===== config.mk =====
export PLATFORM = sky130hd
export DESIGN_NAME = ahb_bridge_arbiter
export DESIGN_NICKNAME = d
export VERILOG_FILES = /design/src/rtl/ahb_arb_pkg.sv /design/src/rtl/ahb_bridge_arbiter_rr_pick.sv /design/src/rtl/ahb_bridge_arbiter.sv
export SDC_FILE = /design/constraint.sdc
export NUM_CORES = 1
export LEC_CHECK = 0
export BUFFER_PORTS_ARGS = -buffer_cell sky130_fd_sc_hd__buf_4
export CAP_MARGIN = 20
export CORE_AREA = 2 2 162 164
export DETAILED_ROUTE_END_ITERATION = 12
export DIE_AREA = 0 0 164 166
export GPL_ROUTABILITY_DRIVEN = 0
export PLACE_DENSITY_LB_ADDON = 0.12
export SLEW_MARGIN = 30
export SYNTH_ARGS = -nofsm -noshare
export SYNTH_HDL_FRONTEND = slang
export SYNTH_SLANG_ARGS = --single-unit
export TNS_END_PERCENT = 50

===== constraint.sdc =====
create_clock -name Hclk -period 4.5 [get_ports Hclk]
set_input_delay 0.675 -clock Hclk [delete_from_list [all_inputs] [get_ports Hclk]]
set_output_delay 0.675 -clock Hclk [all_outputs]
set_load 0.01 [all_outputs]

===== src/rtl/ahb_arb_pkg.sv =====
// ahb_arb_pkg: shared state encoding and AHB encodings for the bridge arbiter
package ahb_arb_pkg;
  typedef enum logic [1:0] {IDLE, ADDR, DATA} arb_state_e;
  localparam logic [1:0] HTRANS_IDLE   = 2'b00;
  localparam logic [1:0] HTRANS_NONSEQ = 2'b10;
  localparam logic [2:0] HSIZE_WORD    = 3'b010;
  localparam logic [2:0] HBURST_SINGLE = 3'b000;
  localparam logic [1:0] HRESP_OKAY    = 2'b00;
  localparam logic [1:0] HRESP_ERROR   = 2'b01;
endpackage


===== src/rtl/ahb_bridge_arbiter_rr_pick.sv =====
// rr_pick: combinational round-robin priority encoder, first set bit at or above ptr
module rr_pick #(
  parameter int N = 4,
  localparam int IW = $clog2(N)
) (
  input  logic [N-1:0]  req,
  input  logic [IW-1:0] ptr,
  output logic [N-1:0]  gnt,
  output logic [IW-1:0] idx,
  output logic          any
);
  always_comb begin
    gnt = '0;
    idx = '0;
    any = 1'b0;
    for (int k = N - 1; k >= 0; k--) begin
      if (req[(int'(ptr) + k) % N]) begin
        idx = IW'((int'(ptr) + k) % N);
        any = 1'b1;
      end
    end
    gnt[idx] = any;
  end
endmodule


===== src/rtl/ahb_bridge_arbiter.sv =====
// ahb_bridge_arbiter: round-robin share of one AHB slave port, one SINGLE word per grant.
// Optional data-phase watchdog enabled by defining ARB_TIMEOUT_EN.
module ahb_bridge_arbiter
  import ahb_arb_pkg::*;
#(
  parameter int NUM_REQ        = 4,
  parameter int AW             = 32,
  parameter int DW             = 32,
  parameter int TIMEOUT_CYCLES = 64
) (
  input  logic                  Hclk,
  input  logic                  Hresetn,
  input  logic [NUM_REQ-1:0]    req,
  input  logic [NUM_REQ*AW-1:0] req_addr,
  input  logic [NUM_REQ-1:0]    req_write,
  input  logic [NUM_REQ*DW-1:0] req_wdata,
  output logic [NUM_REQ-1:0]    gnt,
  output logic [NUM_REQ-1:0]    done,
  output logic [DW-1:0]         rsp_rdata,
  output logic                  rsp_err,
  output logic [AW-1:0]         Haddr,
  output logic                  Hwrite,
  output logic [1:0]            Htrans,
  output logic [2:0]            Hsize,
  output logic [2:0]            Hburst,
  output logic [DW-1:0]         Hwdata,
  output logic                  Hreadyin,
  input  logic                  Hreadyout,
  input  logic [DW-1:0]         Hrdata,
  input  logic [1:0]            Hresp
);
  localparam int IW = $clog2(NUM_REQ);
  arb_state_e state;
  logic [IW-1:0] rr_ptr, win, pick_idx;
  logic [NUM_REQ-1:0] pick_gnt;
  logic pick_any, expired;
  logic [DW-1:0] wdata_q;
  assign Hsize    = HSIZE_WORD;
  assign Hburst   = HBURST_SINGLE;
  assign Hreadyin = 1'b1;
  rr_pick #(.N(NUM_REQ)) u_pick (
    .req (req),
    .ptr (rr_ptr),
    .gnt (pick_gnt),
    .idx (pick_idx),
    .any (pick_any)
  );
`ifdef ARB_TIMEOUT_EN
  localparam int CW = $clog2(TIMEOUT_CYCLES + 1);
  logic [CW-1:0] cnt;
  // cnt counts completed wait cycles; it restarts whenever the state changes
  assign expired = (state != IDLE) && !Hreadyout && (cnt == CW'(TIMEOUT_CYCLES - 1));
  always_ff @(posedge Hclk or negedge Hresetn)
    if (!Hresetn) cnt <= '0;
    else cnt <= (state == IDLE || Hreadyout || expired) ? '0 : cnt + CW'(1);
`else
  assign expired = 1'b0;
`endif
  always_ff @(posedge Hclk or negedge Hresetn) begin
    if (!Hresetn) begin
      state     <= IDLE;
      gnt       <= '0;
      done      <= '0;
      win       <= '0;
      rr_ptr    <= '0;
      Htrans    <= HTRANS_IDLE;
      Haddr     <= '0;
      Hwrite    <= 1'b0;
      Hwdata    <= '0;
      wdata_q   <= '0;
      rsp_rdata <= '0;
      rsp_err   <= 1'b0;
    end else begin
      done <= '0;
      case (state)
        IDLE: if (pick_any) begin
          state   <= ADDR;
          gnt     <= pick_gnt;
          win     <= pick_idx;
          Htrans  <= HTRANS_NONSEQ;
          Haddr   <= req_addr[pick_idx*AW +: AW];
          Hwrite  <= req_write[pick_idx];
          wdata_q <= req_wdata[pick_idx*DW +: DW];
        end
        ADDR: if (Hreadyout) begin
          state  <= DATA;
          Htrans <= HTRANS_IDLE;
          Hwdata <= wdata_q;
        end
        DATA: ;
        default: state <= IDLE;
      endcase
      if ((state == DATA && Hreadyout) || expired) begin
        state     <= IDLE;
        Htrans    <= HTRANS_IDLE;
        done      <= gnt;
        gnt       <= '0;
        rsp_rdata <= expired ? '0 : Hrdata;
        rsp_err   <= expired || (Hresp == HRESP_ERROR);
        rr_ptr    <= (win == IW'(NUM_REQ - 1)) ? '0 : win + IW'(1);
      end
    end
  end
endmodule


==> results.py <==
metrics = {
    "yosys": {
        "synth.most_common_cell": "dfrtp_1",
        "yosys-top-cells-area": "dfrtp_1 (53%), mux2_2 (11%), a222oi_1 (9.4%)",
        "yosysWarnings": 0,
        "synthTopCellsByCount": "dfrtp_1 (145), inv_1 (135), a222oi_1 (65), mux2_2 (65), o221ai_2 (39)",
        "yosysTopAreaCellShare_pct": 52.6,
        "synth_cells": 581,
        "ys_types": 30,
        "yosysTopAreaCell": "dfrtp_1",
        "synth_area_per_cell_um2": 11.9,
        "synth_edf_count": 0,
        "async_flop_share_pct": 100,
        "synth_area_um2": 6900,
        "ys_ff_latch": 145,
        "ys_seq_area_share_pct": 52.6,
        "synth_flop_cell": "dfrtp_1",
    },
    "routing": {
        "wl_per_cell_um": 19.7,
        "via_per_inst": 4.80,
        "ant_nets": 0,
        "drtIter0Drc": 481,
        "drt_first_pass_iters": 7,
        "via_count": 6324,
        "wl_um": 25900,
        "drc_errors": 0,
    },
    "clocking": {
        "clk_pin_slew_ps": 70,
        "cts_buffer_depth": 2,
        "holdBufCountCts": 0,
        "post_cts_resized": 0,
        "cts_setup_buffers": 0,
        "htreeDepth": 4,
        "cts.sinks": 145,
        "cts_buffers": 17,
        "cts_root_buf": "clkbuf_16",
        "clock_latency_ps": 420,
        "cts_tree": "done",
    },
    "timing": {
        "finClkSkew_ps": 13.6,
        "rsz0062_at_grt": "false",
        "finalCritPeriodShare_pct": 58.0,
        "drv_slew": 0,
        "layout_min_cycle_time_ps": 2610,
        "relSlewSlack_pct": 35.1,
        "fmax_mhz": 383,
        "final-hold-violation-count": 0,
        "tns_ps": 0,
        "worst_pin_slew_ps": 974,
        "setup_viol": 0,
    },
    "setup_path": {
        "r2r_end": "Haddr[20]",
        "end_kind": "flip-flop",
        "worstPathRequired_ps": 4770,
        "startpoint_type": "flip-flop",
        "worstPathArrival_ps": 2880,
        "path_max_fanout": 48,
        "crit_type": "reg -> reg",
        "r2r_start": "rr_ptr[0]",
        "ff2ff_path_depth": 6,
        "rrSetupSlack_ps": 1890,
    },
    "power": {
        "ir_worst_vdd_uv": 451,
        "p_per_area_nw_per_um2": 635,
        "p_leak_nw": 5.52,
    },
    "final_layout": {
        "final_nets": 1272,
        "fin_util_pct": 42.3,
        "fillers": 2531,
        "area_growth_syn_to_layout_pct": 57.2,
        "drive_above_1_share_pct": 56.7,
        "multi_input_area_um2": 2540,
        "regArea_um2": 3630,
        "antenna_cells": 0,
    },
    "placed_design": {
        "place_hpwl_um": 18000,
        "port_buffers": 407,
    },
    "die": {
        "io_pins": 416,
        "num_rows": 59,
        "core_area_um2": 25600,
        "die_h_um": 166,
        "initial_core_util_pct": 26.9,
        "fp.dieArea_um2": 27200,
        "fp.dieW_um": 164,
    },
    "grt": {
        "track_usage_pct": 18.6,
        "grt_pass1_wl_um": 38700,
        "antenna_found_initial": 0,
        "grt_max_degree": 77,
        "grt_pass1_vias": 6685,
        "grt-ovfl-total": 0,
    },
    "status": {
        "status": "finished, final reports clean",
    },
    "job": {
        "cap_violations": 0,
    },
    "worst_hold_path": {
        "hp-class": "in -> async",
    },
}
-- metrics by stage --
stage | area, um^2 | instances | hold WS (ps) | worst slack (ps) | power [mW]
after detailed placement | 10200 | 1286 | 478 | 1460 | 5.47
final | 10800 | 1318 | 300 | 1890 | 6.89
after floorplan | 6920 | 587 | 379 | 2460 | 4.02
after global placement | 10200 | 1286 | 488 | 1500 | 5.46
after CTS | 10800 | 1318 | 310 | 1840 | 6.99
after global routing | 10800 | 1318 | 336 | 1720 | 7.32
-- report_power, final --
| part | switching, mW | internal [mW] |
|---|---|---|
| combinational | 1.45 | 1.65 |
| clock | 0.626 | 0.862 |
| sequential | 0.357 | 1.94 |
| total | 2.43 | 4.45 |
-- flip-flops by register name, summed over array words and instances, names as in the netlist --
register   cells
Htrans         1
rsp_rdata     32
Hwrite         1
rsp_err        1
rr_ptr         2
state          2
Haddr         32
gnt            4
win            2
Hwdata        32
wdata_q       32
done           4
-- worst max path at each step --
stage | cells after the start | from | to
3_3_place_gp | 7 | req[1] | Haddr[3]
6_report | 6 | rr_ptr[0] | Haddr[20]
3_5_place_dp | 7 | req[1] | Haddr[1]
5_1_grt | 6 | rr_ptr[0] | Haddr[20]
2_1_floorplan | 7 | req[2] | Haddr[25]
4_1_cts | 6 | rr_ptr[0] | Haddr[20]
-- kinds of logic after synthesis --
kind of cell | synth area share [%]
and+or+nand+nor | 2.43
buffers and inverters | 11.2
muxes | 10.6
AOI/OAI and AO/OA | 22.8
other | 0.109
DFF | 52.6
adders and majority gates | 0.181
-- per-layer routing --
metal  share of wire, %  wire length (um)  track usage, %
met1                 39             10100            22.0
met2                 51             13300            32.9
met3                8.1              2110            5.54
met4                1.4               359            4.42
met5                  0                 0               0
-- critical path, cell delays in order, from the launching register on --
cell      delay, ps
dfrtp_1         410
nand2b_1        140
a21oi_1         120
or2_1           280
or3b_4          870
buf_4           460
o221ai_1        180
-- cell type report --
type                            instances  share of cell area [%]
Inverter                              135                    4.67
Sequential cell                       145                    33.5
Multi-Input combinational cell        255                    23.4
Clock inverter                         12                    1.36
Tap cell                              335                    3.86
Clock buffer                           20                    4.21
Timing Repair Buffer                  416                    29.1
-- layout by cell type (no fill, tap or decap), types with 2 or more instances in the layout --
cell type | synthesis | layout
nand2_1 | 13 | 11
o221ai_2 | 39 | 39
clkbuf_8 | 0 | 2
inv_6 | 0 | 4
nor2_1 | 9 | 9
mux2_2 | 65 | 65
clkinvlp_4 | 0 | 2
a222oi_1 | 65 | 65
inv_1 | 135 | 135
nand3_1 | 3 | 3
dfrtp_1 | 145 | 145
o211ai_1 | 3 | 3
o21ai_0 | 4 | 4
buf_4 | 8 | 413
o221ai_1 | 26 | 26
bufinv_16 | 0 | 2
nand2_2 | 0 | 2
nand3b_1 | 2 | 2
conb_1 | 2 | 8
nor2b_1 | 2 | 2
clkbuf_16 | 0 | 17
a31o_2 | 2 | 2
nand2b_1 | 3 | 3
buf_12 | 0 | 2
clkinv_4 | 0 | 3
No activity file was read; power rests on OpenSTA's default activity.
